$ cat src/rtl/mem_pkg.sv
// mem_pkg: shared opcode bit positions, size codes and FSM encoding for the memory access stage
package mem_pkg;
  localparam int MOP_MEM   = 4;
  localparam int MOP_STORE = 3;
  localparam int MOP_UNS   = 2;
  typedef enum logic [1:0] {BYTE = 2'b00, HALF = 2'b01, WORD = 2'b10} size_e;
  typedef enum logic {IDLE = 1'b0, REQ = 1'b1} state_e;
endpackage

$ cat src/rtl/load_align.sv
// load_align: selects the addressed lane of a read word and sign/zero-extends it
module load_align
  import mem_pkg::*;
#(
  parameter int XLEN = 32
) (
  input  logic [XLEN-1:0] rdata,
  input  logic [1:0]      off,
  input  size_e           size,
  input  logic            uns,
  output logic [XLEN-1:0] data
);
  logic [7:0]  b;
  logic [15:0] h;
  always_comb begin
    b = rdata[{off, 3'b000} +: 8];
    h = rdata[{off[1], 4'b0000} +: 16];
    data = size == BYTE ? {{(XLEN-8){~uns & b[7]}}, b}
         : size == HALF ? {{(XLEN-16){~uns & h[15]}}, h}
         : rdata;
  end
endmodule

$ cat src/rtl/mem_access_stage.sv
// mem_access_stage: runs req/ack data-memory transactions for loads/stores and forms the writeback bundle
module mem_access_stage
  import mem_pkg::*;
#(
  parameter int XLEN        = 32,
  parameter int ACK_TIMEOUT = 255,
  parameter int CNT_W       = $clog2(ACK_TIMEOUT + 1)
) (
  input  logic            clk,
  input  logic            rst,
  input  logic            in_valid,
  input  logic [XLEN-1:0] EXE_Result,
  input  logic [XLEN-1:0] Store_src,
  input  logic [4:0]      mem_op,
  input  logic [4:0]      rd_in,
  input  logic            wb_en_in,
  output logic            MEMHold,
  output logic            dmem_req,
  output logic            dmem_we,
  output logic [XLEN-1:0] dmem_addr,
  output logic [XLEN-1:0] dmem_wdata,
  output logic [3:0]      dmem_wstrb,
  input  logic            dmem_ack,
  input  logic [XLEN-1:0] dmem_rdata,
  output logic            wb_valid,
  output logic            wb_en,
  output logic [4:0]      wb_rd,
  output logic [XLEN-1:0] wb_data,
  output logic            misalign_fault,
  output logic            access_fault
);
  state_e            state_q, state_d;
  logic [CNT_W-1:0]  cnt_q, cnt_d;
  logic [XLEN-1:0]   addr_q, addr_d, wdata_q, wdata_d, wb_data_q, wb_data_d, ld_data;
  logic [3:0]        wstrb_q, wstrb_d;
  logic [4:0]        rd_q, rd_d, wb_rd_q, wb_rd_d;
  logic [1:0]        off_q, off_d;
  size_e             size_q, size_d;
  logic              we_q, we_d, wben_q, wben_d, uns_q, uns_d;
  logic              wb_valid_q, wb_valid_d, wb_en_q, wb_en_d, mis_q, mis_d, acc_q, acc_d;
  logic              accept, is_mem, misal, go, timeout, done, ackd;
  logic [1:0]        off;
  assign off     = EXE_Result[1:0];
  assign accept  = in_valid & (state_q == IDLE);
  assign is_mem  = mem_op[MOP_MEM];
  // size 2'b11 is treated like a word access
  assign misal   = mem_op[1] ? |off : mem_op[0] & off[0];
  assign go      = accept & is_mem & ~misal;
  assign timeout = cnt_q == CNT_W'(ACK_TIMEOUT - 1);
  assign ackd    = (state_q == REQ) & dmem_ack;
  assign done    = (state_q == REQ) & (dmem_ack | timeout);
  load_align #(.XLEN(XLEN)) u_align (
    .rdata(dmem_rdata), .off(off_q), .size(size_q), .uns(uns_q), .data(ld_data)
  );
  always_ff @(posedge clk or posedge rst) begin
    if (rst) begin
      state_q    <= IDLE;
      cnt_q      <= '0;
      addr_q     <= '0;
      wdata_q    <= '0;
      wstrb_q    <= '0;
      we_q       <= 1'b0;
      rd_q       <= '0;
      wben_q     <= 1'b0;
      off_q      <= '0;
      size_q     <= BYTE;
      uns_q      <= 1'b0;
      wb_valid_q <= 1'b0;
      wb_en_q    <= 1'b0;
      wb_rd_q    <= '0;
      wb_data_q  <= '0;
      mis_q      <= 1'b0;
      acc_q      <= 1'b0;
    end else begin
      state_q    <= state_d;
      cnt_q      <= cnt_d;
      addr_q     <= addr_d;
      wdata_q    <= wdata_d;
      wstrb_q    <= wstrb_d;
      we_q       <= we_d;
      rd_q       <= rd_d;
      wben_q     <= wben_d;
      off_q      <= off_d;
      size_q     <= size_d;
      uns_q      <= uns_d;
      wb_valid_q <= wb_valid_d;
      wb_en_q    <= wb_en_d;
      wb_rd_q    <= wb_rd_d;
      wb_data_q  <= wb_data_d;
      mis_q      <= mis_d;
      acc_q      <= acc_d;
    end
  end
  always_comb begin
    state_d = state_q;
    if (state_q == IDLE && go) state_d = REQ;
    else if (done) state_d = IDLE;
  end
  always_comb begin
    cnt_d      = go ? '0 : (state_q == REQ) ? cnt_q + CNT_W'(1) : cnt_q;
    addr_d     = go ? {EXE_Result[XLEN-1:2], 2'b00} : addr_q;
    we_d       = go ? mem_op[MOP_STORE] : we_q;
    wstrb_d    = go ? (mem_op[1] ? 4'b1111 : mem_op[0] ? 4'b0011 << off : 4'b0001 << off) : wstrb_q;
    wdata_d    = go ? (mem_op[1] ? Store_src : mem_op[0] ? {2{Store_src[15:0]}} : {4{Store_src[7:0]}}) : wdata_q;
    rd_d       = go ? rd_in : rd_q;
    wben_d     = go ? wb_en_in : wben_q;
    off_d      = go ? off : off_q;
    size_d     = go ? size_e'(mem_op[1:0]) : size_q;
    uns_d      = go ? mem_op[MOP_UNS] : uns_q;
    wb_valid_d = (accept & (~is_mem | misal)) | done;
    wb_en_d    = (accept & ~is_mem) ? wb_en_in : ackd & ~we_q & wben_q;
    wb_rd_d    = accept ? rd_in : done ? rd_q : wb_rd_q;
    wb_data_d  = (accept & ~is_mem) ? EXE_Result : ackd ? ld_data : wb_data_q;
    mis_d      = accept & is_mem & misal;
    acc_d      = (state_q == REQ) & ~dmem_ack & timeout;
  end
  assign MEMHold        = state_q == REQ;
  assign dmem_req       = state_q == REQ;
  assign dmem_we        = we_q;
  assign dmem_addr      = addr_q;
  assign dmem_wdata     = wdata_q;
  assign dmem_wstrb     = wstrb_q;
  assign wb_valid       = wb_valid_q;
  assign wb_en          = wb_en_q;
  assign wb_rd          = wb_rd_q;
  assign wb_data        = wb_data_q;
  assign misalign_fault = mis_q;
  assign access_fault   = acc_q;
endmodule
$ cat config.mk
export PLATFORM = sky130hd
export DESIGN_NAME = mem_access_stage
export DESIGN_NICKNAME = d
export VERILOG_FILES = /design/src/rtl/mem_pkg.sv /design/src/rtl/load_align.sv /design/src/rtl/mem_access_stage.sv
export SDC_FILE = /design/constraint.sdc
export NUM_CORES = 1
export LEC_CHECK = 0
export ABC_AREA = 1
export CAP_MARGIN = 20
export CORE_ASPECT_RATIO = 0.6
export CORE_MARGIN = 2
export CORE_UTILIZATION = 47
export DETAILED_ROUTE_END_ITERATION = 10
export GPL_ROUTABILITY_DRIVEN = 0
export PLACE_DENSITY_LB_ADDON = 0.12
export SETUP_SLACK_MARGIN = 0.2
export SKIP_CTS_REPAIR_TIMING = 1
export SLEW_MARGIN = 20
export SYNTH_ARGS = -nofsm -noshare
export SYNTH_HDL_FRONTEND = slang
export SYNTH_HIERARCHICAL = 1
export SYNTH_SLANG_ARGS = --single-unit
$ cat constraint.sdc
create_clock -name clk -period 4.83 [get_ports clk]
set_input_delay 0.483 -clock clk [delete_from_list [all_inputs] [get_ports clk]]
set_output_delay 0.483 -clock clk [all_outputs]
set_load 0.01 [all_outputs]
# Yosys cells after proc, flatten, opt, wreduce, memory -nomap -nowiden
# Cells that the tools add are included.
# Widths: inputs -> output; s select.
# word_totals
ff_bits	128
word_cells	71
inputBits	111
output_inout_bits	112
# op_classes
reduce_logical	7
add_sub_neg	1
n_eq_ne	2
n_shift	4
n_mux	16
bitwise_logic	24
# ops
cell	n
$mux 32	6
$shiftx 32x6->16	1
$shiftx 32x6->8	1
$mux 8	2
$and 1x1->1	15
$mux 5	2
$add 8x1->8 const B	1
$eq 8x8->1 const B	1
$mux 4	2
$reduce_bool 2->1	4
$not 1->1	6
$mux 1	4
$shl 1x2->4 const A	1
$shl 2x2->4 const A	1
$or 1x1->1	3
$eq 2x1->1 const B	1
$logic_not 2->1	1
$reduce_or 2->1	1
$logic_and 1x1->1	1

# Depth between registers and ports, before layout
# logic_depth
depth_word	6
mapped_depth	10
mapped_depth_nobuf	9

# By module
# Netlist, hierarchy kept.
# by_module_without_submodules
module	seq_area_each_um2	cells_each	n_inst	area_per_inst_um2
mem_access_stage	3203.1	697	1	5743.0
load_align	0.0	246	1	1107.3

# Worst setup path before layout
# Ideal clock, no wire load.
# synth_path
path_type	in2reg
from	input port mem_op[0]
to	register wdata_q[26] (netlist: dmem_wdata[26])
path_slack_ps	3376
required_ps	4714
n_path_buf	3
setup_time_ps	116
path_stages	9
arrival_time_ps	1337
cell_sequence	buf_2 nand2_1 inv_1 nor2_2 nand2_2 buf_6 buf_6 nand2_1 nand2_1
# synth_via
elab_chain_cells	4
elab_cells_between_ends	6
cone_classes	mux (3); bitwise (3)
# synth_rtl
item	line_no	rtl
start: declaration	mem_access_stage.sv:14	input logic [4:0] mem_op,
$and 1x1->1	mem_access_stage.sv:47	assign misal = mem_op[1] ? |off : mem_op[0] & off[0];
$mux 1	mem_access_stage.sv:47	
$not 1->1	mem_access_stage.sv:48	assign go = accept & is_mem & ~misal;
$and 1x1->1	mem_access_stage.sv:48	
end signal: assignment	mem_access_stage.sv:78	wdata_q <= wdata_d;
end: declaration	mem_access_stage.sv:34	logic [XLEN-1:0] addr_q, addr_d, wdata_q, wdata_d, wb_data_q, wb_data_d, ld_data;
# Parallel ways exist; a longest one is shown, timed or not.
# A chain may end at the register's enable or synchronous reset.

# Worst setup path after layout
# layout_path
from	input port mem_op[1]
to	register cnt_q[0]
# layout_via
elab_chain_cells	4
elab_cells_between_ends	5
cone_classes	mux (2); bitwise (2); reduce/logical (1)
# layout_rtl
item	line_no	rtl
$mux 1 (*)	mem_access_stage.sv:47	
$not 1->1 (*)	mem_access_stage.sv:48	
$and 1x1->1 (*)	mem_access_stage.sv:48	
$mux 8 / $reduce_bool 2->1 (equally long branches)	--	
end signal: assignment	mem_access_stage.sv:76	cnt_q <= cnt_d;
end: declaration	mem_access_stage.sv:33	logic [CNT_W-1:0] cnt_q, cnt_d;
# Every way passes the cells marked *; elsewhere a longest branch is shown, timed or not.

==> qor_table.md <==
| Item | Reported | Unit |
|---|---|---|
| Die H | 97.5 | um |
| Vias in the first global route | 6,208 | - |
| Number of violations reported at the end of detailed-routing iteration 0 | 540 | - |
| Slew Limit Headroom | 0.313 | - |
| Post-layout min period | 2.96 | ns |
| Starting density of the core | 0.476 | - |
| Area share of the largest cell type after synthesis | 0.468 | - |
| Fraction of final layout cells with drive strength greater than 1 | 0.0539 | - |
| Reported max-cap violation count | 0 | - |
| R2R Setup Slk | 2.16 | ns |
| Critical Path Max Stage Delay | 1.12 | ns |
| Sinks on Clock Net | 128 | - |
| Max H-tree Level | 4 | - |
| Post-route setup TNS | 0 | ns |
| Post-synth top flop | dfrtp_1 | - |
| Via count | 6,567 | - |
| FF-to-FF End | cnt_q[0]$_DFFE_PP0P_ | - |
| Maximum fanout along the worst path | 104 | - |
| Final standard cell count with taps included and fillers excluded | 1,348 | - |
| Sequential Power Share | 0.334 | - |
| Power per cell area | 600 | nW/um2 |
| Placed cell areas | 8990 | um2 |
| Worst Setup SP | mem_op[1] | - |
| Power share of the clock group | 0.223 | - |
| Netlist cell types | 35 | - |
| Number of stages on the worst hold path | 2 | - |
| Master cell of the clock root buffer | clkbuf_16 | - |
| Cell types with the highest counts after synthesis | 462 x nand2_1, 128 x dfrtp_1, 114 x inv_1 | - |
| Status | completed | - |
| Hold Path Class | reg2reg | - |
| Design Area, Final | 9610 | um2 |
| Number of pins exceeding their max-slew limit in the final report | 0 | - |
| Number of remaining DRC errors | 0 | - |
| Initial antenna violation count | 0 | - |
| Gate family responsible for the most delay along the worst path | buffers and inverters | - |
| Number of nets in the layout | 1,250 | - |
| Cell count after placement | 1,315 | - |
| Master of the slowest instance on the critical path | clkdlybuf4s50_1 | - |
| Crit. path cell count | 8 | - |
| Switching part of the total | 0.382 | - |
| DIE AREA | 15,600 | um2 |
| Global router's overall resource usage | 0.266 | - |
| Setup repair after global routing missed its margin | false | - |
| Count of final setup violators | 0 | - |
| Classification of the worst setup path | in2reg | - |
| Required time at the endpoint of the critical path | 5.18 | ns |
| Final design utilization | 0.668 | - |
| Maximum clock frequency | 338 | MHz |
| Tot Pwr | 5.76 | mW |
| Number of storage elements in the synthesis netlist | 128 | - |
| Internal power consumption | 3.56 | mW |
| Cell with the most instances after synthesis | nand2_1 | - |
| Maximum number of pins on one net before global-route repair | 105 | - |
| Antenna diodes | 0 | - |
| Start point of the worst min-delay path | dmem_wdata[18]$_DFFE_PP0P_ | - |
| Critical path cell sequence | clkdlybuf4s50_1 > inv_4 > nor2_1 > nor2_2 > nand2_4 > buf_4 > nand3_1 > nand2_1 | - |
| Number of buffers created by CTS | 17 | - |
| Number of endpoints with negative hold slack in the final report | 0 | - |
| Clock Latency Late Sink | 0.42 | ns |
| Total gr overflow | 0 | - |
| Detail-routed net length per standard cell | 14.9 | um |
| First-pass iteration count of the detailed router | 5 | - |
| DRT antenna net count | 0 | - |
| Num ports | 223 | - |
| Core Rows | 34 | - |
| Number of warnings reported in the yosys synthesis log | 6 | - |
| Fraction of power consumed by combinational cells | 0.443 | - |
| Post-route clock period utilization | 0.612 | - |
| Number of enable-type register cells in the synthesized netlist | 0 | - |
| Netlist area before placement | 6850 | um2 |
| Static power due to leakage | 4.89 | nW |
| Sequential share of the synthesized area | 0.468 | - |
| Largest area contributor in the netlist | dfrtp_1 | - |
| Slew at the pin closest to its max-slew limit | 1.03 | ns |
| Worst clock skew | 0.0113 | ns |
| Average via count per standard cell | 4.87 | - |
| Maximum buffer depth of the clock tree | 2 | - |
| DPL Wire Length | 14,000 | um |
| Share of flip-flops with an asynchronous set or reset | 1.00 | - |
| Post-Route WL | 20,100 | um |
| Sw Pwr | 2.20 | mW |
| Cells taking the most area after synthesis | dfrtp_1 47%, nand2_1 25%, inv_1 6.2%, o211ai_1 4.4%, o21ai_0 3.2% | - |
| Reg2Reg Depth | 7 | - |
| Core region area | 14,400 | um2 |
| Buffer and inverter count on the worst path | 3 | - |
| Mean instance size in the synthesized netlist | 7.26 | um2 |
| Data arrival at the endpoint of the critical path | 3.30 | ns |
| IR Drop Worst-Case VDD | 0.291 | mV |
| Die Span X | 160 | um |
| Clock-pin slew on the worst setup and hold paths | 0.06 | ns |
| TritonCTS clock tree | built | - |
| Synth Instances | 943 | - |
| Port Buf Inserts | 220 | - |
| Critical path launch point type | input port | - |
| Worst Setup End Kind | flop | - |
| Startpoint of the worst-slack reg-to-reg timing path | MEMHold$_DFFE_PP0P_ | - |
| First-pass GRT wire length | 32,900 | um |
| Area growth syn-to-layout | 40.2 | % |
| CP endpoint | cnt_q[0]$_DFFE_PP0P_ | - |
## power groups by stage
stage          clock network (mW)  logic (mW)  registers, mW
3_5_place_dp                    0        2.54           1.92
6_report                     1.28        2.55           1.93
5_1_grt                      1.36        2.82           2.00
4_1_cts                      1.30        2.56           1.92
2_1_floorplan                   0        1.22           2.04
3_3_place_gp                    0        2.49           1.93
## metrics by stage
stage               setup slack [ns]  hold slack, ns
floorplan                      0.934           0.449
global placement                1.52           0.462
detailed placement              1.46           0.464
CTS                             1.87           0.480
global route                    1.58           0.498
finish                          1.87           0.474
## cell families (layout without fill, tap and decap cells)
kind of cell,count (synthesis),count (layout),synth area share
and+or+nand+nor,544,544,0.322
buffers and inverters,173,379,0.119
DFF,128,128,0.468
AOI/OAI and AO/OA,92,92,0.0831
xor gates and xnor gates,3,3,0.00384
adders and majority gates,2,2,0.00365
other,1,2,0.000547
## worst min-delay path by stage
stage / to
global route: dmem_wdata[24]$_DFFE_PP0P_
finish: dmem_wdata[18]$_DFFE_PP0P_
CTS: dmem_addr[20]$_DFFE_PP0P_
floorplan: uns_q$_DFFE_PP0P_
global placement: dmem_wdata[15]$_DFFE_PP0P_
detailed placement: dmem_wdata[25]$_DFFE_PP0P_
## worst reg2reg max path, cell delays in order (launching register included)
cell	delay [ns]
dfrtp_1	0.51
inv_2	0.12
nand2_1	0.51
nor2_1	0.19
nand2_4	0.12
buf_4	0.79
nand3_1	0.24
nand2_1	0.12
## cells in the final DEF, fill, tap and decap left out, types with 2 or more instances in the layout
master / count
o21ai_0: 44
buf_4: 4
nor2_1: 21
o211ai_1: 40
ha_1: 2
nand2_4: 2
nand2_1: 462
nor2_4: 3
inv_1: 113
nand2_2: 4
a21oi_1: 4
inv_6: 6
clkinv_4: 4
nor3_1: 2
o21ai_2: 2
clkdlybuf4s50_1: 220
dfrtp_1: 128
nand4_1: 5
xor2_1: 2
nand3_1: 39
conb_1: 2
inv_2: 7
clkbuf_16: 17
## flip-flops by register name, indices dropped and copies added, names as in the netlist, 2 cells and up
| register | count |
|---|---|
| dmem_wstrb | 4 |
| size_q | 2 |
| dmem_wdata | 32 |
| off_q | 2 |
| dmem_addr | 30 |
| wb_data | 32 |
| rd_q | 5 |
| wb_rd | 5 |
| cnt_q | 8 |
## layout make-up
class                           instances  area [um2]
Clock inverter                         14         149
Timing Repair Buffer                  225        2260
Tap cell                              198         248
Inverter                              122         465
Sequential cell                       128        3200
Fill cell                            1261        4770
Multi-Input combinational cell        643        2840
Clock buffer                           18         439
## metal layers
metal / part of all wire / wire length [um] / track usage
met1: 0.52 / 10400 / 0.433
met2: 0.38 / 7710 / 0.348
met3: 0.093 / 1870 / 0.0644
met4: 0.0085 / 172 / 0.0603
met5: 0 / 0 / 0
Power figures use the tool's default switching activity.
